### config.mk
export PLATFORM = sky130hd
export DESIGN_NAME = reu_regs_flat
export DESIGN_NICKNAME = d
export VERILOG_FILES = /design/src/rtl/reu_pkg.sv /design/src/rtl/reu_regs_if.sv /design/src/rtl/reu_shadow_counter.sv /design/src/rtl/reu_regs.sv /design/src/flat_wrapper.sv
export SDC_FILE = /design/constraint.sdc
export NUM_CORES = 1
export LEC_CHECK = 0
export ABC_AREA = 1
export CAP_MARGIN = 40
export CORE_AREA = 8 8 93 157
export DETAILED_ROUTE_END_ITERATION = 8
export DIE_AREA = 0 0 101 165
export PLACE_DENSITY = 0.83
export SLEW_MARGIN = 5
export SYNTH_ARGS = -nofsm -noshare
export SYNTH_HDL_FRONTEND = slang
export SYNTH_SLANG_ARGS = --single-unit
### constraint.sdc
create_clock -name PHI2 -period 2.7 [get_ports PHI2]
set_clock_uncertainty 0.15 [all_clocks]
set_input_delay 0.405 -clock PHI2 [delete_from_list [all_inputs] [get_ports PHI2]]
set_output_delay 0.405 -clock PHI2 [all_outputs]
set_load 0.02 [all_outputs]
### src/rtl/reu_pkg.sv
`default_nettype none
// ============================================================================
// Module      : reu_pkg
// Description : REU register offsets, transfer codes and register bit positions.
// Revision    : 1.0 - initial release
// ============================================================================
package reu_pkg;

    localparam logic [4:0] c_REG_STATUS    = 5'h00;
    localparam logic [4:0] c_REG_COMMAND   = 5'h01;
    localparam logic [4:0] c_REG_CA_LO     = 5'h02;
    localparam logic [4:0] c_REG_CA_HI     = 5'h03;
    localparam logic [4:0] c_REG_REUA_LO   = 5'h04;
    localparam logic [4:0] c_REG_REUA_HI   = 5'h05;
    localparam logic [4:0] c_REG_REUA_BANK = 5'h06;
    localparam logic [4:0] c_REG_LEN_LO    = 5'h07;
    localparam logic [4:0] c_REG_LEN_HI    = 5'h08;
    localparam logic [4:0] c_REG_IRQ_MASK  = 5'h09;
    localparam logic [4:0] c_REG_ADDR_CTRL = 5'h0A;

    typedef enum logic [1:0] {
        XFER_C64REU = 2'b00,
        XFER_REUC64 = 2'b01,
        XFER_SWAP   = 2'b10,
        XFER_VERIFY = 2'b11
    } xfer_t;

    localparam int c_ST_IRQ        = 7;
    localparam int c_ST_EOB        = 6;
    localparam int c_ST_VERR       = 5;
    localparam int c_CMD_EXEC      = 7;
    localparam int c_CMD_AUTOLOAD  = 5;
    localparam int c_CMD_FF00DIS   = 4;
    localparam int c_MASK_EN       = 7;
    localparam int c_MASK_EOB      = 6;
    localparam int c_MASK_VERR     = 5;
    localparam int c_CTRL_FIXCA    = 7;
    localparam int c_CTRL_FIXREUA  = 6;

endpackage
`default_nettype wire

### src/rtl/reu_regs_if.sv
`default_nettype none
// ============================================================================
// Module      : reu_regs_if
// Description : C64 I/O2 register bus between the cartridge bus and reu_regs.
// Revision    : 1.0 - initial release
// ============================================================================
interface reu_regs_if;
    logic       nIO2;
    logic [4:0] A;
    logic       RnW;
    logic [7:0] Din;
    logic [7:0] Dout;
    logic       DOE;

    modport master (output nIO2, A, RnW, Din, input Dout, DOE);
    modport slave  (input nIO2, A, RnW, Din, output Dout, DOE);
endinterface
`default_nettype wire

### src/rtl/reu_shadow_counter.sv
`default_nettype none
// ============================================================================
// Module      : reu_shadow_counter
// Description : Byte-writable counter with an autoload shadow copy.
// Revision    : 1.0 - initial release
// ============================================================================
module reu_shadow_counter #(
    parameter int               WIDTH     = 16,
    parameter logic [WIDTH-1:0] RESET_VAL = '0
) (
    input  wire logic                       clk,
    input  wire logic                       rst_n,
    input  wire logic [(WIDTH+7)/8-1:0]     wrLane,
    input  wire logic [7:0]                 wrData,
    input  wire logic                       inc,
    input  wire logic                       dec,
    input  wire logic                       reload,
    output logic      [WIDTH-1:0]           value,
    output logic      [WIDTH-1:0]           shadow
);

    logic [WIDTH-1:0] r_value;
    logic [WIDTH-1:0] r_shadow;
    logic [WIDTH-1:0] w_wrMask;
    logic [WIDTH-1:0] w_wrVal;

    always_comb begin
        w_wrMask = '0;
        w_wrVal  = '0;
        for (int i = 0; i < WIDTH; i++) begin
            w_wrMask[i] = wrLane[i / 8];
            w_wrVal[i]  = wrData[i % 8];
        end
    end

    // Register state advances on the falling edge of the bus clock.
    always_ff @(negedge clk or negedge rst_n) begin
        if (!rst_n) begin
            r_value  <= RESET_VAL;
            r_shadow <= RESET_VAL;
        end else if (|wrLane) begin
            r_value  <= (r_value  & ~w_wrMask) | (w_wrVal & w_wrMask);
            r_shadow <= (r_shadow & ~w_wrMask) | (w_wrVal & w_wrMask);
        end else if (reload) begin
            r_value  <= r_shadow;
        end else if (inc) begin
            r_value  <= r_value + WIDTH'(1);
        end else if (dec) begin
            r_value  <= r_value - WIDTH'(1);
        end
    end

    assign value  = r_value;
    assign shadow = r_shadow;

endmodule
`default_nettype wire

### src/rtl/reu_regs.sv
`default_nettype none
// ============================================================================
// Module      : reu_regs
// Description : REC-compatible REU register file at $DF00-$DF1F (mirrored).
// Revision    : 1.0 - initial release
// ============================================================================
module reu_regs
    import reu_pkg::*;
#(
    parameter int         BANK_BITS = 3,
    parameter logic       SIZE_BIT  = 1'b1,
    parameter logic [3:0] VERSION   = 4'd0
) (
    input  wire logic                    PHI2,
    input  wire logic                    nRESET,
    reu_regs_if.slave                    bus,
    input  wire logic                    FF00Wr,
    input  wire logic                    DMA,
    output logic                         Execute,
    output logic [1:0]                   XferType,
    output logic                         Length1,
    input  wire logic                    IncCA,
    input  wire logic                    DecLen,
    input  wire logic                    IncREUA,
    input  wire logic                    XferEnd,
    input  wire logic                    SetEndOfBlock,
    input  wire logic                    SetVerifyErr,
    output logic [15:0]                  CA,
    output logic [16+BANK_BITS-1:0]      REUA,
    output logic                         nIRQ
);

    logic        r_execute;
    logic        r_armed;
    logic        r_cmdExec;
    logic        r_autoload;
    logic        r_ff00Dis;
    xfer_t       r_xferType;
    logic        r_maskEn;
    logic        r_maskEob;
    logic        r_maskVerr;
    logic        r_fixCA;
    logic        r_fixREUA;
    logic        r_eob;
    logic        r_verr;

    logic        w_regWr;
    logic        w_statusRd;
    logic [10:1] w_wrSel;
    logic        w_pending;
    logic        w_reload;
    logic [7:0]  w_bankByte;
    logic [15:0] w_length;
    logic [15:0] w_caShadow;
    logic [15:0] w_lenShadow;
    logic [16+BANK_BITS-1:0] w_reuaShadow;

    assign w_regWr    = !bus.nIO2 && !bus.RnW && !DMA;
    assign w_statusRd = !bus.nIO2 &&  bus.RnW && !DMA && (bus.A == c_REG_STATUS);
    assign w_reload   = XferEnd && r_autoload;

    always_comb begin
        w_wrSel = '0;
        for (int i = 1; i <= 10; i++) begin
            w_wrSel[i] = w_regWr && (bus.A == 5'(i));
        end
    end

    reu_shadow_counter #(.WIDTH(16), .RESET_VAL(16'h0000)) u_ca (
        .clk    (PHI2),
        .rst_n  (nRESET),
        .wrLane ({w_wrSel[c_REG_CA_HI], w_wrSel[c_REG_CA_LO]}),
        .wrData (bus.Din),
        .inc    (IncCA && !r_fixCA),
        .dec    (1'b0),
        .reload (w_reload),
        .value  (CA),
        .shadow (w_caShadow)
    );

    reu_shadow_counter #(.WIDTH(16+BANK_BITS), .RESET_VAL('0)) u_reua (
        .clk    (PHI2),
        .rst_n  (nRESET),
        .wrLane ({w_wrSel[c_REG_REUA_BANK], w_wrSel[c_REG_REUA_HI], w_wrSel[c_REG_REUA_LO]}),
        .wrData (bus.Din),
        .inc    (IncREUA && !r_fixREUA),
        .dec    (1'b0),
        .reload (w_reload),
        .value  (REUA),
        .shadow (w_reuaShadow)
    );

    // Length 0 stands for 65536, so plain modulo decrement is correct.
    reu_shadow_counter #(.WIDTH(16), .RESET_VAL(16'hFFFF)) u_len (
        .clk    (PHI2),
        .rst_n  (nRESET),
        .wrLane ({w_wrSel[c_REG_LEN_HI], w_wrSel[c_REG_LEN_LO]}),
        .wrData (bus.Din),
        .inc    (1'b0),
        .dec    (DecLen),
        .reload (w_reload),
        .value  (w_length),
        .shadow (w_lenShadow)
    );

    always_ff @(negedge PHI2 or negedge nRESET) begin
        if (!nRESET) begin
            r_execute  <= 1'b0;
            r_armed    <= 1'b0;
            r_cmdExec  <= 1'b0;
            r_autoload <= 1'b0;
            r_ff00Dis  <= 1'b1;
            r_xferType <= XFER_C64REU;
        end else begin
            if (w_wrSel[c_REG_COMMAND]) begin
                r_cmdExec  <= bus.Din[c_CMD_EXEC];
                r_autoload <= bus.Din[c_CMD_AUTOLOAD];
                r_ff00Dis  <= bus.Din[c_CMD_FF00DIS];
                r_xferType <= xfer_t'(bus.Din[1:0]);
                if (bus.Din[c_CMD_EXEC] && bus.Din[c_CMD_FF00DIS]) begin
                    r_execute <= 1'b1;
                    r_armed   <= 1'b0;
                end else begin
                    r_armed   <= bus.Din[c_CMD_EXEC];
                end
            end else if (FF00Wr && r_armed) begin
                r_execute <= 1'b1;
                r_armed   <= 1'b0;
            end
            // End of transfer drops Execute on the same edge the sequencer drops DMA.
            if (XferEnd) begin
                r_execute <= 1'b0;
                r_cmdExec <= 1'b0;
                r_ff00Dis <= 1'b1;
            end
        end
    end

    always_ff @(negedge PHI2 or negedge nRESET) begin
        if (!nRESET) begin
            r_maskEn   <= 1'b0;
            r_maskEob  <= 1'b0;
            r_maskVerr <= 1'b0;
            r_fixCA    <= 1'b0;
            r_fixREUA  <= 1'b0;
            r_eob      <= 1'b0;
            r_verr     <= 1'b0;
        end else begin
            if (w_wrSel[c_REG_IRQ_MASK]) begin
                r_maskEn   <= bus.Din[c_MASK_EN];
                r_maskEob  <= bus.Din[c_MASK_EOB];
                r_maskVerr <= bus.Din[c_MASK_VERR];
            end
            if (w_wrSel[c_REG_ADDR_CTRL]) begin
                r_fixCA    <= bus.Din[c_CTRL_FIXCA];
                r_fixREUA  <= bus.Din[c_CTRL_FIXREUA];
            end
            if (w_statusRd) begin
                r_eob  <= 1'b0;
                r_verr <= 1'b0;
            end
            if (SetEndOfBlock) r_eob  <= 1'b1;
            if (SetVerifyErr)  r_verr <= 1'b1;
        end
    end

    assign w_pending = r_maskEn && ((r_maskEob && r_eob) || (r_maskVerr && r_verr));

    always_comb begin
        w_bankByte                  = 8'hFF;
        w_bankByte[BANK_BITS-1:0]   = REUA[16 +: BANK_BITS];
        case (bus.A)
            c_REG_STATUS:    bus.Dout = {w_pending, r_eob, r_verr, SIZE_BIT, VERSION};
            c_REG_COMMAND:   bus.Dout = {r_cmdExec, 1'b0, r_autoload, r_ff00Dis, 2'b11, r_xferType};
            c_REG_CA_LO:     bus.Dout = CA[7:0];
            c_REG_CA_HI:     bus.Dout = CA[15:8];
            c_REG_REUA_LO:   bus.Dout = REUA[7:0];
            c_REG_REUA_HI:   bus.Dout = REUA[15:8];
            c_REG_REUA_BANK: bus.Dout = w_bankByte;
            c_REG_LEN_LO:    bus.Dout = w_length[7:0];
            c_REG_LEN_HI:    bus.Dout = w_length[15:8];
            c_REG_IRQ_MASK:  bus.Dout = {r_maskEn, r_maskEob, r_maskVerr, 5'b11111};
            c_REG_ADDR_CTRL: bus.Dout = {r_fixCA, r_fixREUA, 6'b111111};
            default:         bus.Dout = 8'hFF;
        endcase
    end

    assign bus.DOE  = !bus.nIO2 && bus.RnW && !DMA;
    assign Execute  = r_execute;
    assign XferType = r_xferType;
    assign Length1  = (w_length == 16'h0001);
    assign nIRQ     = !w_pending;

endmodule
`default_nettype wire

### src/flat_wrapper.sv
// flat-port wrapper written by rule: the top's interface ports become plain ports
module reu_regs_flat import reu_pkg::*;
#(
    parameter int         BANK_BITS = 3,
    parameter logic       SIZE_BIT  = 1'b1,
    parameter logic [3:0] VERSION   = 4'd0
)
  (PHI2, nRESET, FF00Wr, DMA, Execute, XferType, Length1, IncCA, DecLen, IncREUA, XferEnd, SetEndOfBlock, SetVerifyErr, CA, REUA, nIRQ, bus_nIO2, bus_A, bus_RnW, bus_Din, bus_Dout, bus_DOE);
  reu_regs_if bus_i ();
  input  wire logic PHI2;
  input  wire logic nRESET;
  input  wire logic FF00Wr;
  input  wire logic DMA;
  output logic Execute;
  output logic [1:0] XferType;
  output logic Length1;
  input  wire logic IncCA;
  input  wire logic DecLen;
  input  wire logic IncREUA;
  input  wire logic XferEnd;
  input  wire logic SetEndOfBlock;
  input  wire logic SetVerifyErr;
  output logic [15:0] CA;
  output logic [16+BANK_BITS-1:0] REUA;
  output logic nIRQ;
  input wire logic [$bits(bus_i.nIO2)-1:0] bus_nIO2;
  input wire logic [$bits(bus_i.A)-1:0] bus_A;
  input wire logic [$bits(bus_i.RnW)-1:0] bus_RnW;
  input wire logic [$bits(bus_i.Din)-1:0] bus_Din;
  output wire logic [$bits(bus_i.Dout)-1:0] bus_Dout;
  output wire logic [$bits(bus_i.DOE)-1:0] bus_DOE;
  assign bus_i.nIO2 = bus_nIO2;
  assign bus_i.A = bus_A;
  assign bus_i.RnW = bus_RnW;
  assign bus_i.Din = bus_Din;
  assign bus_Dout = bus_i.Dout;
  assign bus_DOE = bus_i.DOE;
  reu_regs #(.BANK_BITS(BANK_BITS), .SIZE_BIT(SIZE_BIT), .VERSION(VERSION)) u_core (.PHI2(PHI2), .nRESET(nRESET), .bus(bus_i), .FF00Wr(FF00Wr), .DMA(DMA), .Execute(Execute), .XferType(XferType), .Length1(Length1), .IncCA(IncCA), .DecLen(DecLen), .IncREUA(IncREUA), .XferEnd(XferEnd), .SetEndOfBlock(SetEndOfBlock), .SetVerifyErr(SetVerifyErr), .CA(CA), .REUA(REUA), .nIRQ(nIRQ));
endmodule
==> results of run 1 <==
logic make-up after synthesis:
family,synth area share (%)
simple gates,32.7
compound gates,15.4
buf+inv,9.03
flops,40.6
xor+xnor,1.57
fa+ha+maj,0.691
stage by stage:
| step | instances | setup WS [ps] | utilization (%) | cell area (µm²) | TNS (ps) |
|---|---|---|---|---|---|
| after floorplan | 1054 | -345 | - | 7420 | -24380 |
| after global placement | 1464 | -1080 | 78.4 | 9740 | -125050 |
| after detailed placement | 1464 | -1110 | 78.4 | 9740 | -126300 |
cell usage after synthesis (2+ instances only):
master,number,area [µm²]
sky130_fd_sc_hd__o22ai_1,13,81.3
sky130_fd_sc_hd__xor2_1,12,105
sky130_fd_sc_hd__and2_1,2,12.5
sky130_fd_sc_hd__o21ai_2,2,17.5
sky130_fd_sc_hd__clkbuf_1,5,18.8
sky130_fd_sc_hd__dfrtn_1,83,2080
sky130_fd_sc_hd__nor2_2,4,25.0
sky130_fd_sc_hd__a21oi_1,59,295
sky130_fd_sc_hd__nor3_1,7,35.0
sky130_fd_sc_hd__buf_4,3,22.5
sky130_fd_sc_hd__buf_2,7,35.0
sky130_fd_sc_hd__nand4_1,13,81.3
sky130_fd_sc_hd__buf_1,5,18.8
sky130_fd_sc_hd__a211oi_1,4,30.0
sky130_fd_sc_hd__a22o_1,2,17.5
sky130_fd_sc_hd__nand2_2,6,37.5
sky130_fd_sc_hd__dfstp_2,33,867
sky130_fd_sc_hd__ha_1,4,50.1
sky130_fd_sc_hd__o211ai_1,6,45.0
sky130_fd_sc_hd__nand3_4,2,35.0
sky130_fd_sc_hd__nor2_1,159,597
sky130_fd_sc_hd__inv_2,13,48.8
sky130_fd_sc_hd__a22oi_1,2,15.0
sky130_fd_sc_hd__o21bai_1,22,165
sky130_fd_sc_hd__nand3_1,79,395
sky130_fd_sc_hd__buf_6,5,56.3
sky130_fd_sc_hd__o21ai_0,62,310
sky130_fd_sc_hd__nand2_1,292,1100
sky130_fd_sc_hd__o21ai_1,13,65.1
sky130_fd_sc_hd__a31oi_1,4,25.0
sky130_fd_sc_hd__inv_1,121,454
==> parameters.txt, run 1 <==
Parameter                              Value

Place
  DPL Wire Length ... roughly 21,000 µm
  PortBufs ... 73
  Weighted congestion reported at the end of routability-driven placement ... 1.01

Die
  Placement Rows ... 54
  Overall die width ... 101 µm
  Initial cell density of the core ... between 50% and 60%
  Top Ports ... 74
  Die height ... 165 µm

Yosys
  Flip-flop cell with the highest count after synthesis ... sky130_fd_sc_hd__dfrtn_1
  Mapped Cells ... approximately 1,100
  Cell area after technology mapping ... about 7200 µm²
  Number of flops mapped to enable cells by yosys ... 0
  Mean area per synthesized cell ... roughly 7 µm²
  Flops & latches, synth ... approximately 120
  Count of distinct cell types in the synthesized netlist ... 41
  Post-Synthesis Net Count ... 1,083
  Total number of yosys warnings ... 0
  Async set-reset flop share out of synthesis ... 100%
  Sequential cell area fraction in the yosys report ... around two fifths

Outcome
  First Error ... [ERROR DPL-0033] detailed placement checks failed during check placement.
  Halt Stage ... clock tree synthesis (4_1_cts)
  Result of the run ... stopped before the end

Clock network
  Depth of the CTS H-tree ... 4
  Clock sinks ... 116
  Buffer type at the clock tree root ... sky130_fd_sc_hd__clkbuf_16
  Total clock buffers created by CTS ... 17
  Post-cts hold buffer count ... 0
  Buffers from clock root to sink, at most ... 2
  Postcts setup bufs ... 58
  PostCTS Resize Cnt ... 641
==> inputs of run 2 (changes only) <==
--- a/config.mk
+++ b/config.mk
@@ -7,10 +7,10 @@
 export LEC_CHECK = 0
 export ABC_AREA = 1
 export CAP_MARGIN = 40
-export CORE_AREA = 8 8 93 157
+export CORE_AREA = 8 8 144 146
 export DETAILED_ROUTE_END_ITERATION = 8
-export DIE_AREA = 0 0 101 165
-export PLACE_DENSITY = 0.83
+export DIE_AREA = 0 0 152 154
+export PLACE_DENSITY_LB_ADDON = 0.15
 export SLEW_MARGIN = 5
 export SYNTH_ARGS = -nofsm -noshare
 export SYNTH_HDL_FRONTEND = slang
==> run 2 against run 1 <==
The flow now finishes, with violations (negative setup slack). Synthesized cell count stayed put. Area after synthesis unchanged.
==> parameters.txt, run 2 <==
Parameter                              Value

STA
  Worst-Margin Slew ... approximately 520 ps
  Pins over their slew limit ... 0
  Headroom to the max-slew limit ... 65.2%
  Final Hold Vio Count ... 0
  Number of failing setup endpoints in the final timing report ... around 110
  Final worst-path setup slack ... -834 ps
  Setup repair after global routing missed its margin ... true
  Setup TNS ... -26,380 ps

Final layout
  Layout cells sized above 1 ... 44.3%
  Diode count ... 0
  Final cell count without fillers ... 1,670
  Post-layout utilization of the core ... approximately 69%
  Fill count ... 1,423
  Leading cell type in the layout, fill and taps excluded ... sky130_fd_sc_hd__nand2_1
  Number of nets at the end of the flow ... roughly 1,500
  Final design area excluding fillers ... around 13,000 µm²
  Most frequent cells in the layout ... sky130_fd_sc_hd__nand2_1 (254), sky130_fd_sc_hd__buf_4 (169), sky130_fd_sc_hd__inv_1 (128)
  Synthesis-to-layout area growth ... 75.6%

Global route
  Aggregate global routing overflow ... 0
  Global-route usage over all layers ... 24.9%
  Maximum number of pins on one net before global-route repair ... 39
  Number of antenna violations at the first check in global routing ... 0
  Wire length of the first global-routing pass ... between 40,000 and 50,000 µm
  Via count of the first global-routing pass ... 8,402

Yosys
  Sequential cell area fraction in the yosys report ... 40.6% (unchanged)
  Count of distinct cell types in the synthesized netlist ... 41 (unchanged)
  Total number of yosys warnings ... 0 (unchanged)
  Post-synth top area cell ... sky130_fd_sc_hd__dfrtn_1
  Mean area per synthesized cell ... 6.88 µm² (unchanged)
  Number of flops mapped to enable cells by yosys ... 0 (unchanged)
  Async set-reset flop share out of synthesis ... 100% (unchanged)
  Synth cell count leaders ... sky130_fd_sc_hd__nand2_1 (292), sky130_fd_sc_hd__nor2_1 (159), sky130_fd_sc_hd__inv_1 (121), sky130_fd_sc_hd__dfrtn_1 (83), sky130_fd_sc_hd__nand3_1 (79)
  Flip-flop cell with the highest count after synthesis ... sky130_fd_sc_hd__dfrtn_1
  Most instantiated library cell after synthesis ... sky130_fd_sc_hd__nand2_1
  Cell area after technology mapping ... 7250 µm² (unchanged)
  Post-Synthesis Net Count ... 1,083 (unchanged)
  Flops & latches, synth ... 116 (unchanged)
  Area share of the leading cell type in the synthesized netlist ... 28.7% (unchanged)
  Leading post-synthesis cells by cell area ... sky130_fd_sc_hd__dfrtn_1 (29%), sky130_fd_sc_hd__nand2_1 (15%), sky130_fd_sc_hd__dfstp_2 (12%)
  Mapped Cells ... 1,054 (unchanged)

Outcome
  Violated checks ... negative setup slack
  Result of the run ... finished, violations left

Power
  Final total power ... ~9.8 mW
  Max VDD drop ... 0.480 mV
  Pwr per Cell Area ... roughly 770 nW/µm²
  Total leakage power ... around 6.4 nW

Route
  DRC violation count after routing ... 0
  Final wirelength ... between 30,000 and 40,000 µm
  Count of vias placed by the detailed router ... 8,956
  Post-DRT Antenna Nets ... 0
  Detailed Route Iter0 Violations ... roughly 920
  Post-DR vias/cell ... ~5.4
  First drt pass iteration count ... 5
  Per-cell routed wire length ... ~19 µm

Critical path
  Category of the most critical setup path ... flip-flop to output pin
  Endpoint class of the critical path ... output pin
  Crit-path max FO ... 2
  Max incr delay on CP ... approximately 350 ps
  Register-to-register path setup slack ... about 400 ps
  Critical Path Slowest Stage Cell ... sky130_fd_sc_hd__dfrtn_1
  Startpoint types ... flip-flop
  Critical path required time ... around 2100 ps
  Data arrival time at the worst-slack endpoint ... ~3000 ps
  Critical Path, Cell by Cell ... a22o_1 -> nand2_2 -> nor2_2 -> nor3b_2 -> nand3_1 -> buf_6

Die
  Area enclosed by the die boundary ... 23,400 µm²
  Initial cell density of the core ... 39.3% (-19 points)
  Placement Rows ... 50 (-7.4%)
  Placeable Area ... 18,500 µm²
  Top Ports ... 74 (unchanged)
  Die height ... 154 µm (-6.7%)
  Overall die width ... 152 µm (+50%)

Place
  Area after DPL ... 9730 µm² (-0.18%)
  Number of placed cells counting well taps ... 1,515 (+3.5%)
  DPL Wire Length ... 20,800 µm (-1.7%)
  PortBufs ... 73 (unchanged)
  Weighted congestion reported at the end of routability-driven placement ... 0.951 (-6.2%)

Clock network
  Buffers from clock root to sink, at most ... 2 (unchanged)
  Clock sinks ... 116 (unchanged)
  Depth of the CTS H-tree ... 4 (unchanged)
  Total clock buffers created by CTS ... 17 (unchanged)
  Clock slew seen by the registers of the worst setup and hold paths ... 50 ps
  TritonCTS clock tree ... done
  Buffer type at the clock tree root ... sky130_fd_sc_hd__clkbuf_16
  Post-cts hold buffer count ... 0 (unchanged)
  Clk Latency, worst-skew pair ... between 400 and 500 ps

Min path
  Tightest Hold Check Type ... flip-flop to flip-flop

Run
  Max-Cap Viols ... 0
## run 2: final timing paths
check,start,to,cells after the start
max reg2reg,flip-flop,flip-flop,10
max,u_core.r_eob,bus_Dout[7],6
min,flip-flop,flip-flop,2
max in group asynchronous,nRESET,async pin,2
min in group asynchronous,nRESET,u_core.r_fixCA,1
min reg2reg,flip-flop,flip-flop,2
## run 2: metal layers
| metal | GRT usage, % | part of all wire, % | wire length [µm] | vias to the layer above |
|---|---|---|---|---|
| met4 | 10.3 | 3.8 | 1190 | 0 |
| li1 | - | - | - | 4160 |
| met2 | 38.6 | 45 | 14300 | 422 |
| met3 | 4.32 | 7.5 | 2380 | 85 |
| met5 | 0 | 0 | 0 | - |
| met1 | 33.7 | 43 | 13700 | 4289 |
## run 2: through the flow
| step | hold WS, ps | setup slack, ps |
|---|---|---|
| after global routing | 295 | -856 |
| after detailed placement | 267 | -996 |
| after floorplan | 247 | -345 |
| final | 270 | -834 |
| after global placement | 273 | -994 |
| after CTS | 274 | -837 |
## run 2: kinds of logic after synthesis
logic type,count (synthesis),synth area share [%]
buffers and inverters,159,9.03
flip-flops,116,40.6
XOR/XNOR,13,1.57
adder cells (fa/ha/maj),4,0.691
AO/OA/AOI/OAI,192,15.4
AND/OR/NAND/NOR,570,32.7
## run 2: worst max-delay path: cells and delay by family (launching register included)
family	cells	cell delay [ps]
AOI/OAI and AO/OA	1	250
buffers and inverters	1	160
DFF	1	350
and+or+nand+nor	4	450
## run 2: what timing repair did
item	CTS	global route
setup endpoints to repair	164	145
setup buffers	49	65
resized for setup	536	227
pin swaps	75	55
gates cloned	6	2
## run 2: cell type report
class                      count  area (µm²)  area share, %
clock inverter                48         295           2.32
sequential                   116        2940           23.1
timing repair inverter         1        11.3         0.0885
tap                          234         293           2.30
timing repair buffer         339        3380           26.6
clock buffer                  17         425           3.34
inverter                     133         578           4.54
multi-input combinational    782        4800           37.7
## run 2: power breakdown
group          internal [mW]  switching (mW)  total, mW
logic                   2.28            2.46       4.74
registers               2.23           0.312       2.54
clock network           1.45            1.12       2.57
Power figures use the tool's default switching activity.
